$ cat src/rtl/ceespu_regfile_sb.sv
// Parametrised register file with a per-register busy scoreboard and a post-reset clear sequence.
// Optional macro CEESPU_REGFILE_BYPASS_EN forwards same-cycle writeback data to the read ports.
module ceespu_regfile_sb #(
  parameter int unsigned DATA_W   = 32,
  parameter int unsigned ADDR_W   = 5,
  parameter int unsigned ZERO_REG = 1
) (
  input  logic              I_clk,
  input  logic              I_rst,
  input  logic [ADDR_W-1:0] I_selA,
  input  logic [ADDR_W-1:0] I_selB,
  output logic [DATA_W-1:0] O_dataA,
  output logic [DATA_W-1:0] O_dataB,
  output logic              O_busyA,
  output logic              O_busyB,
  input  logic              I_we,
  input  logic [ADDR_W-1:0] I_selD,
  input  logic [DATA_W-1:0] I_dataD,
  input  logic              I_lock,
  input  logic [ADDR_W-1:0] I_selL,
  output logic              O_ready
);

  localparam int unsigned Depth = 2 ** ADDR_W;
  // One extra counter bit so the last-entry compare never wraps.
  localparam logic [ADDR_W:0] LastIdx = (ADDR_W + 1)'(Depth - 1);

  typedef enum logic {StClear, StReady} state_e;

  state_e            stateQ;
  logic [ADDR_W:0]   clrCnt;
  logic [DATA_W-1:0] regs [Depth];
  logic [Depth-1:0]  busy;
  logic              wrEn;
  logic              lkEn;

  assign wrEn    = I_we && !(ZERO_REG != 0 && I_selD == '0);
  assign lkEn    = I_lock && !(ZERO_REG != 0 && I_selL == '0);
  assign O_ready = (stateQ == StReady);

  always_ff @(posedge I_clk) begin
    if (I_rst) begin
      stateQ <= StClear;
      clrCnt <= '0;
      busy   <= '0;
    end else if (stateQ == StClear) begin
      regs[clrCnt[ADDR_W-1:0]] <= '0;
      clrCnt                   <= clrCnt + (ADDR_W + 1)'(1);
      if (clrCnt == LastIdx) stateQ <= StReady;
    end else begin
      if (wrEn) begin
        regs[I_selD] <= I_dataD;
        busy[I_selD] <= 1'b0;
      end
      // Issued after the write in this block so a same-cycle lock wins.
      if (lkEn) busy[I_selL] <= 1'b1;
    end
  end

  always_comb begin
    O_dataA = '0;
    O_busyA = 1'b0;
    if (stateQ == StReady) begin
      O_dataA = regs[I_selA];
      O_busyA = busy[I_selA];
`ifdef CEESPU_REGFILE_BYPASS_EN
      if (wrEn && I_selD == I_selA) begin
        O_dataA = I_dataD;
        O_busyA = lkEn && (I_selL == I_selA);
      end
`endif
      if (ZERO_REG != 0 && I_selA == '0) begin
        O_dataA = '0;
        O_busyA = 1'b0;
      end
    end
  end

  always_comb begin
    O_dataB = '0;
    O_busyB = 1'b0;
    if (stateQ == StReady) begin
      O_dataB = regs[I_selB];
      O_busyB = busy[I_selB];
`ifdef CEESPU_REGFILE_BYPASS_EN
      if (wrEn && I_selD == I_selB) begin
        O_dataB = I_dataD;
        O_busyB = lkEn && (I_selL == I_selB);
      end
`endif
      if (ZERO_REG != 0 && I_selB == '0) begin
        O_dataB = '0;
        O_busyB = 1'b0;
      end
    end
  end

endmodule

$ cat config.mk
export PLATFORM = sky130hd
export DESIGN_NAME = ceespu_regfile_sb
export DESIGN_NICKNAME = d
export VERILOG_FILES = /design/src/rtl/ceespu_regfile_sb.sv
export SDC_FILE = /design/constraint.sdc
export NUM_CORES = 1
export LEC_CHECK = 0
export ABC_CLOCK_PERIOD_IN_PS = 6200
export CAP_MARGIN = 0
export CORE_UTILIZATION = 23
export CTS_CLUSTER_DIAMETER = 80
export DETAILED_ROUTE_END_ITERATION = 8
export GPL_TIMING_DRIVEN = 0
export HOLD_SLACK_MARGIN = 0.05
export MAX_ROUTING_LAYER = met4
export PLACE_DENSITY = 0.46
export SETUP_SLACK_MARGIN = 0.1
export SLEW_MARGIN = 20
export SYNTH_ARGS = -nofsm -noshare
export SYNTH_HDL_FRONTEND = slang
export SYNTH_SLANG_ARGS = --single-unit
$ cat constraint.sdc
create_clock -name I_clk -period 6.2 [get_ports I_clk]
set_input_delay 1.86 -clock I_clk [delete_from_list [all_inputs] [get_ports I_clk]]
set_output_delay 1.86 -clock I_clk [all_outputs]
set_load 0.005 [all_outputs]
# [Word level (Yosys, flattened, before mapping)]
# Memories as Yosys holds them, arrays and structs flattened.
# Cells that the tools add are included.
[classes] n_addsub=1 eq_ne=1 muxes=32 n_lt_le_gt_ge=6 n_reduce_logical=11 bitwise=3
[op_table] op="two-way mux 32 bit" n=9
[op_table] op="AND 32 bit" n=1
[op_table] op="NOT 32 bit" n=1
[op_table] op="OR 32 bit" n=1
[op_table] op="OR reduction 32 bit" n=1
[op_table] op="< comparator 5 x 6 -> 1 bit, second input constant" n=4
[op_table] op="zero test 5 bit" n=4
[op_table] op="two-way mux 1 bit" n=18
[op_table] op="binary-select mux 1 bit (select 5 bit)" n=2
[op_table] op="demux 1 bit (select 5 bit)" n=2
[op_table] op="greater-or-equal comparator 5 x 1 -> 1 bit, second input constant" n=2
[op_table] op="adder 6 x 1 -> 6 bit, second input constant" n=1
[op_table] op="== test 6 x 5 -> 1 bit, second input constant" n=1
[op_table] op="two-way mux 5 bit" n=1
[op_table] op="logical AND 1 bit" n=4
[op_table] op="zero test 1 bit" n=2
[totals] register_bits=39 n_memories=1 word_cells=58 output_inout_bits=67 mem_bits_rw=1024
[mem_list] name="regs" words=32 word_bits=32 rd=2 rd_ports_with_merged_regs=0 write_ports=1 line_no="32" text="logic [DATA_W-1:0] regs [Depth];"

# [Logic depth before layout (Yosys ltp)]
[logic_depth] depth_word=11 depth_mapped=8 ltp_nobuf=5

# [Worst setup path after synthesis]
# No wires, ideal clock.
[synth_timing] path_kind="input to register" startpoint="in I_rst" endpoint="mem regs[24][0] (enable)" n_path_buf=0 slack_ns=0.723 cell_stages=4 arrival_time_ns=5.016 required_time_ns=5.739 path_cell_list="and3b_1 a21boi_4 mux2_2 nor3_1"
[synth_between] elab_chain_len=4 elab_cells_between_ends=7 classes_between="mux: 6; reduce/logical: 1"
[synth_rtl] element="start: declaration" line_no="9" text="input logic I_rst,"
[synth_rtl] element="two-way mux 1 bit" line_no="42" text="if (I_rst) begin"
[synth_rtl] element="two-way mux 1 bit (implied by the code)" line_no="52" text="regs[I_selD] <= I_dataD;"
[synth_rtl] element="OR reduction 32 bit (no line)"
[synth_rtl] element="two-way mux 5 bit (no line) or two-way mux 1 bit (tied branches)"
[synth_rtl] element="end: declaration" line_no="32"
# Parallel ways exist; a longest one is shown, timed or not.

# [Final worst setup path]
[layout_timing] startpoint="in I_selB[3]" endpoint="out O_dataB[22]"
[layout_between] elab_chain_len=3 elab_cells_between_ends=4 classes_between="mux: 2; reduce/logical: 1; memory: 1"
[layout_rtl] element="start: declaration" line_no="11" text="input logic [ADDR_W-1:0] I_selB,"
[layout_rtl] element="memory read (32 x 32 bit) or zero test 5 bit (tied branches)"
[layout_rtl] element="two-way mux 32 bit *" line_no="91" text="if (ZERO_REG != 0 && I_selB == '0) begin"
[layout_rtl] element="two-way mux 32 bit *" line_no="82" text="if (stateQ == StReady) begin"
[layout_rtl] element="end: declaration" line_no="13" text="output logic [DATA_W-1:0] O_dataB,"
# Mark *: on every way between the ends. The rest lies on a longest branch, timed or not.

==> impl_metrics.json <==
{
  "clk_path_buf_depth": 3,
  "critPathRequiredTime_ps": 4340,
  "synth.yosys.seq_area_share": 0.629,
  "post_syn_nets": 3144,
  "overflow": 0,
  "minimum_clock_period_after_layout_ps": 6170,
  "seqPwrFrac": 0.499,
  "synthesis.area_per_instance_um2": 15.7,
  "internal_power_w": 0.0117,
  "logic_depth_of_the_worst_register_to_register_path": 9,
  "grt_setup_unrepaired": "true",
  "worst_slew_margin_relative_to_its_limit": 0.219,
  "min_period_over_period": 0.994,
  "pwr-share-comb": 0.067,
  "grtUsageTotal": 0.181,
  "antenna_left": 0,
  "largest_net_degree_at_the_start_of_global_routing": 32,
  "power.net_switching_w": 0.00349,
  "nFillCells": 21200,
  "cts.htree.levels": 3,
  "critical_path.max_stage_delay_ps": 380,
  "power_density_nw_per_um2": 254,
  "post-synth-top-area-cell": "sky130_fd_sc_hd__edfxtp_1",
  "finalPower_w": 0.0151,
  "routabilityCongestion": 0.874,
  "power.static_leakage_nw": 19.6,
  "worst_margin_pin_slew_ps": 1170,
  "critical_path_peak_fanout": 11,
  "finalHoldViolations": 0,
  "synth_async_sr_flop_share": 0,
  "fp.coreArea_um2": 210000,
  "synth_area_in_compound_gates": 0.0859,
  "cts.clk_slew.worst_paths_ps": 60,
  "clock_sinks": 1030,
  "synth_xor_xnor_area_share": 0.000721,
  "main_combinational_cell_family_by_area_after_synthesis": "multiplexers",
  "synth_flop_cell": "sky130_fd_sc_hd__edfxtp_1",
  "critical_path.cell_chain": "clkdlybuf4s15_2 > buf_4 > and4_1 > clkbuf_2 > clkbuf_4 > a22oi_1 > nand4_1 > dlygate4sd2_1",
  "drt-vias-per-instance": 5.10,
  "post_synth_and_or_nand_nor_area_fraction": 0.0413,
  "areaGrowthSynthToFinish_pct": 22.9,
  "routedWlPerCell_um": 29.9,
  "grt_first_pass_wirelength_um": 260000,
  "run_status": "finished clean",
  "port_buffers": 117,
  "finalNetCount": 3560,
  "worstSkewPairLatency_ps": 730,
  "post-synth-top-count-cell": "sky130_fd_sc_hd__edfxtp_1",
  "clock-skew-final_ps": 25.9,
  "timing.critical_path.from_type": "input pin",
  "detail_route.drc_violations": 0,
  "cpMaxStageDelayCell": "sky130_fd_sc_hd__a22oi_1",
  "timing_max_transition_violations_final": 0,
  "worst_setup_path_endpoint": "O_dataB[22]",
  "regToRegStartpoint": "O_ready$_SDFF_PP0_",
  "power.share.clock": 0.434,
  "cts_root_buf": "sky130_fd_sc_hd__clkbuf_16",
  "timing.final.setup_violations": 0,
  "synthTopCellsByCount": "992 x sky130_fd_sc_hd__edfxtp_1, 595 x sky130_fd_sc_hd__mux2i_1, 198 x sky130_fd_sc_hd__a22oi_1, 198 x sky130_fd_sc_hd__mux4_2, 198 x sky130_fd_sc_hd__o22ai_1",
  "total_of_warnings_raised_by_yosys": 0,
  "synth_fa_ha_area_frac": 0.000257,
  "numCtsBuffers": 115,
  "drive_gt1_frac": 0.262,
  "timing.fmax_mhz": 162,
  "initial_antenna_violation_count": 10,
  "detailedRoute.firstIterationViolations": 3634,
  "effective_utilization_at_floorplan": 0.232,
  "cts.hold.buffers_added": 0,
  "synth.top_cells.by_area": "sky130_fd_sc_hd__edfxtp_1 61%, sky130_fd_sc_hd__mux2i_1 12%, sky130_fd_sc_hd__mux4_2 9.2%, sky130_fd_sc_hd__a22oi_1 3.1%, sky130_fd_sc_hd__o22ai_1 2.5%",
  "placementRows": 168,
  "design.die.area_um2": 213000,
  "max-vdd-ir-drop_v": 0.000243,
  "ys_seq_elements": 1030,
  "crit-reg2reg-capture": "regs[27][14]$_DFFE_PP_",
  "drt_wl_total_um": 191000,
  "synth_cells": 3087,
  "mappedNetlistArea_um2": 48600,
  "clock_tree_from_tritoncts": "built",
  "post_synth_mux_area_share": 0.215,
  "crit_path_end_kind": "primary output",
  "worstHoldPathType": "flop to flop",
  "final_core_utilization": 0.285,
  "floorplan.io_pins": 123,
  "synth_enable_flop_cells": 992,
  "die-width_um": 462,
  "yosysUniqueCellTypes": 54,
  "startpoint": "I_selB[3]",
  "num_vias": 32700,
  "floorplan.die.height_um": 462,
  "first_global_vias": 32000,
  "drt_pre_antenna_iters": 6,
  "r2r_slack_ps": 2360,
  "max-cap-violations": 0,
  "worst-setup-path-type": "input pin to primary output",
  "hpwlAfterDp_um": 138000,
  "p_sw_frac": 0.230,
  "synth_largest_type_area_fraction": 0.613,
  "cp_data_arrival_time_ps": 4310,
  "hold_slack_ps": 496
}
==> cells in the final DEF (no fill, tap or decap), types with 8 or more instances in the layout <==
cell / synthesis / layout
sky130_fd_sc_hd__bufinv_16: 0 / 8
sky130_fd_sc_hd__buf_6: 23 / 60
sky130_fd_sc_hd__clkdlybuf4s50_1: 0 / 68
sky130_fd_sc_hd__o21ai_0: 84 / 76
sky130_fd_sc_hd__o22ai_1: 198 / 198
sky130_fd_sc_hd__and2_2: 1 / 26
sky130_fd_sc_hd__a22oi_1: 198 / 143
sky130_fd_sc_hd__nand4_1: 66 / 66
sky130_fd_sc_hd__mux4_2: 198 / 198
sky130_fd_sc_hd__clkbuf_4: 0 / 31
sky130_fd_sc_hd__clkbuf_1: 92 / 45
sky130_fd_sc_hd__mux2i_1: 595 / 595
sky130_fd_sc_hd__buf_8: 0 / 17
sky130_fd_sc_hd__a22oi_2: 0 / 55
sky130_fd_sc_hd__and2_1: 37 / 11
sky130_fd_sc_hd__dlygate4sd2_1: 0 / 36
sky130_fd_sc_hd__a221oi_2: 17 / 36
sky130_fd_sc_hd__buf_4: 19 / 210
sky130_fd_sc_hd__nor2b_1: 17 / 17
sky130_fd_sc_hd__edfxtp_1: 992 / 992
sky130_fd_sc_hd__a21oi_1: 24 / 24
sky130_fd_sc_hd__buf_2: 113 / 41
sky130_fd_sc_hd__nand3_1: 8 / 8
sky130_fd_sc_hd__clkbuf_8: 0 / 18
sky130_fd_sc_hd__o21ai_1: 20 / 25
sky130_fd_sc_hd__clkinv_1: 0 / 30
sky130_fd_sc_hd__buf_12: 0 / 8
sky130_fd_sc_hd__dfxtp_1: 38 / 38
sky130_fd_sc_hd__nor3_2: 1 / 33
sky130_fd_sc_hd__clkbuf_2: 3 / 33
sky130_fd_sc_hd__clkbuf_16: 0 / 116
sky130_fd_sc_hd__clkinv_2: 0 / 12
sky130_fd_sc_hd__nor2_1: 18 / 16
sky130_fd_sc_hd__nand2_1: 173 / 173
sky130_fd_sc_hd__a221oi_1: 49 / 30
==> power by group through the flow <==
stage               Combinational (W)  Sequential, W  Clock, W
detailed placement           0.000927        0.00771         0
finish                        0.00101        0.00756   0.00657
CTS                          0.000988        0.00756   0.00666
floorplan                    0.000544        0.00771         0
global placement             0.000909        0.00772         0
global route                  0.00103        0.00756   0.00690
==> per-layer routing <==
metal,up-vias,share of wire,GRT usage
li1,13600,-,-
met1,17200,0.43,0.239
met2,1523,0.45,0.276
met3,325,0.070,0.0255
met4,0,0.045,0.0773
met5,-,0,-
==> cell type report <==
class | count | area, um2 | share of cell area
flip-flops and latches | 1030 | 30500 | 0.511
multi-input cells | 1798 | 17300 | 0.290
well taps | 2805 | 3510 | 0.0588
clock buffers | 147 | 3020 | 0.0505
repair buffers | 305 | 2680 | 0.0448
plain buffers | 247 | 2130 | 0.0356
clock inverters | 55 | 465 | 0.00779
inverters | 6 | 22.5 | 0.000377
diodes | 7 | 17.5 | 0.000293
==> cells by family after synthesis <==
kind of cell,after synthesis
xor+xnor,4
simple gates,397
buf+inv,259
mux,796
fa+ha+maj,1
flops,1030
compound gates,600
==> registers in the layout (all words and copies together) (netlist names) <==
| signal | flops |
|---|---|
| regs | 992 |
| clrCnt | 6 |
| O_ready | 1 |
| busy | 31 |
==> what timing repair did <==
item / 4_1_cts / 5_1_grt
pin swaps: 57 / 18
gates resized for setup: 404 / 46
setup buffers: 13 / 1
endpoints found under the setup margin: 66 / 29
==> how the worst min path moves through the flow <==
stage | startpoint | endpoint | slack (ps) | cells past startpoint
after floorplan | clrCnt[5]$_SDFFE_PP0N_ | clrCnt[5]$_SDFFE_PP0N_ | 460 | 2
after global placement | busy[30]$_SDFFE_PP0P_ | busy[30]$_SDFFE_PP0P_ | 470 | 2
after detailed placement | busy[5]$_SDFFE_PP0P_ | busy[5]$_SDFFE_PP0P_ | 480 | 2
after CTS | busy[5]$_SDFFE_PP0P_ | busy[5]$_SDFFE_PP0P_ | 490 | 2
after global routing | busy[6]$_SDFFE_PP0P_ | busy[6]$_SDFFE_PP0P_ | 510 | 2
final | clrCnt[5]$_SDFFE_PP0N_ | clrCnt[5]$_SDFFE_PP0N_ | 500 | 2
==> worst max-delay path: cells and delay by family <==
| kind | cells | cell delay (ps) |
|---|---|---|
| buf+inv | 5 | 1530 |
| simple gates | 2 | 510 |
| compound gates | 1 | 380 |
==> per-stage QoR <==
stage          std cells  cell area (um2)  worst slack [ps]   TNS, ps
2_1_floorplan       3087            48600               723         0
3_3_place_gp        6009            53300             -4860  -4032400
3_5_place_dp        6181            54800             -1650    -81850
4_1_cts             6390            59500              73.8         0
5_1_grt             6398            59700              53.6         0
6_report            6400            59700              34.3         0
(Power assumes the default switching activity.)
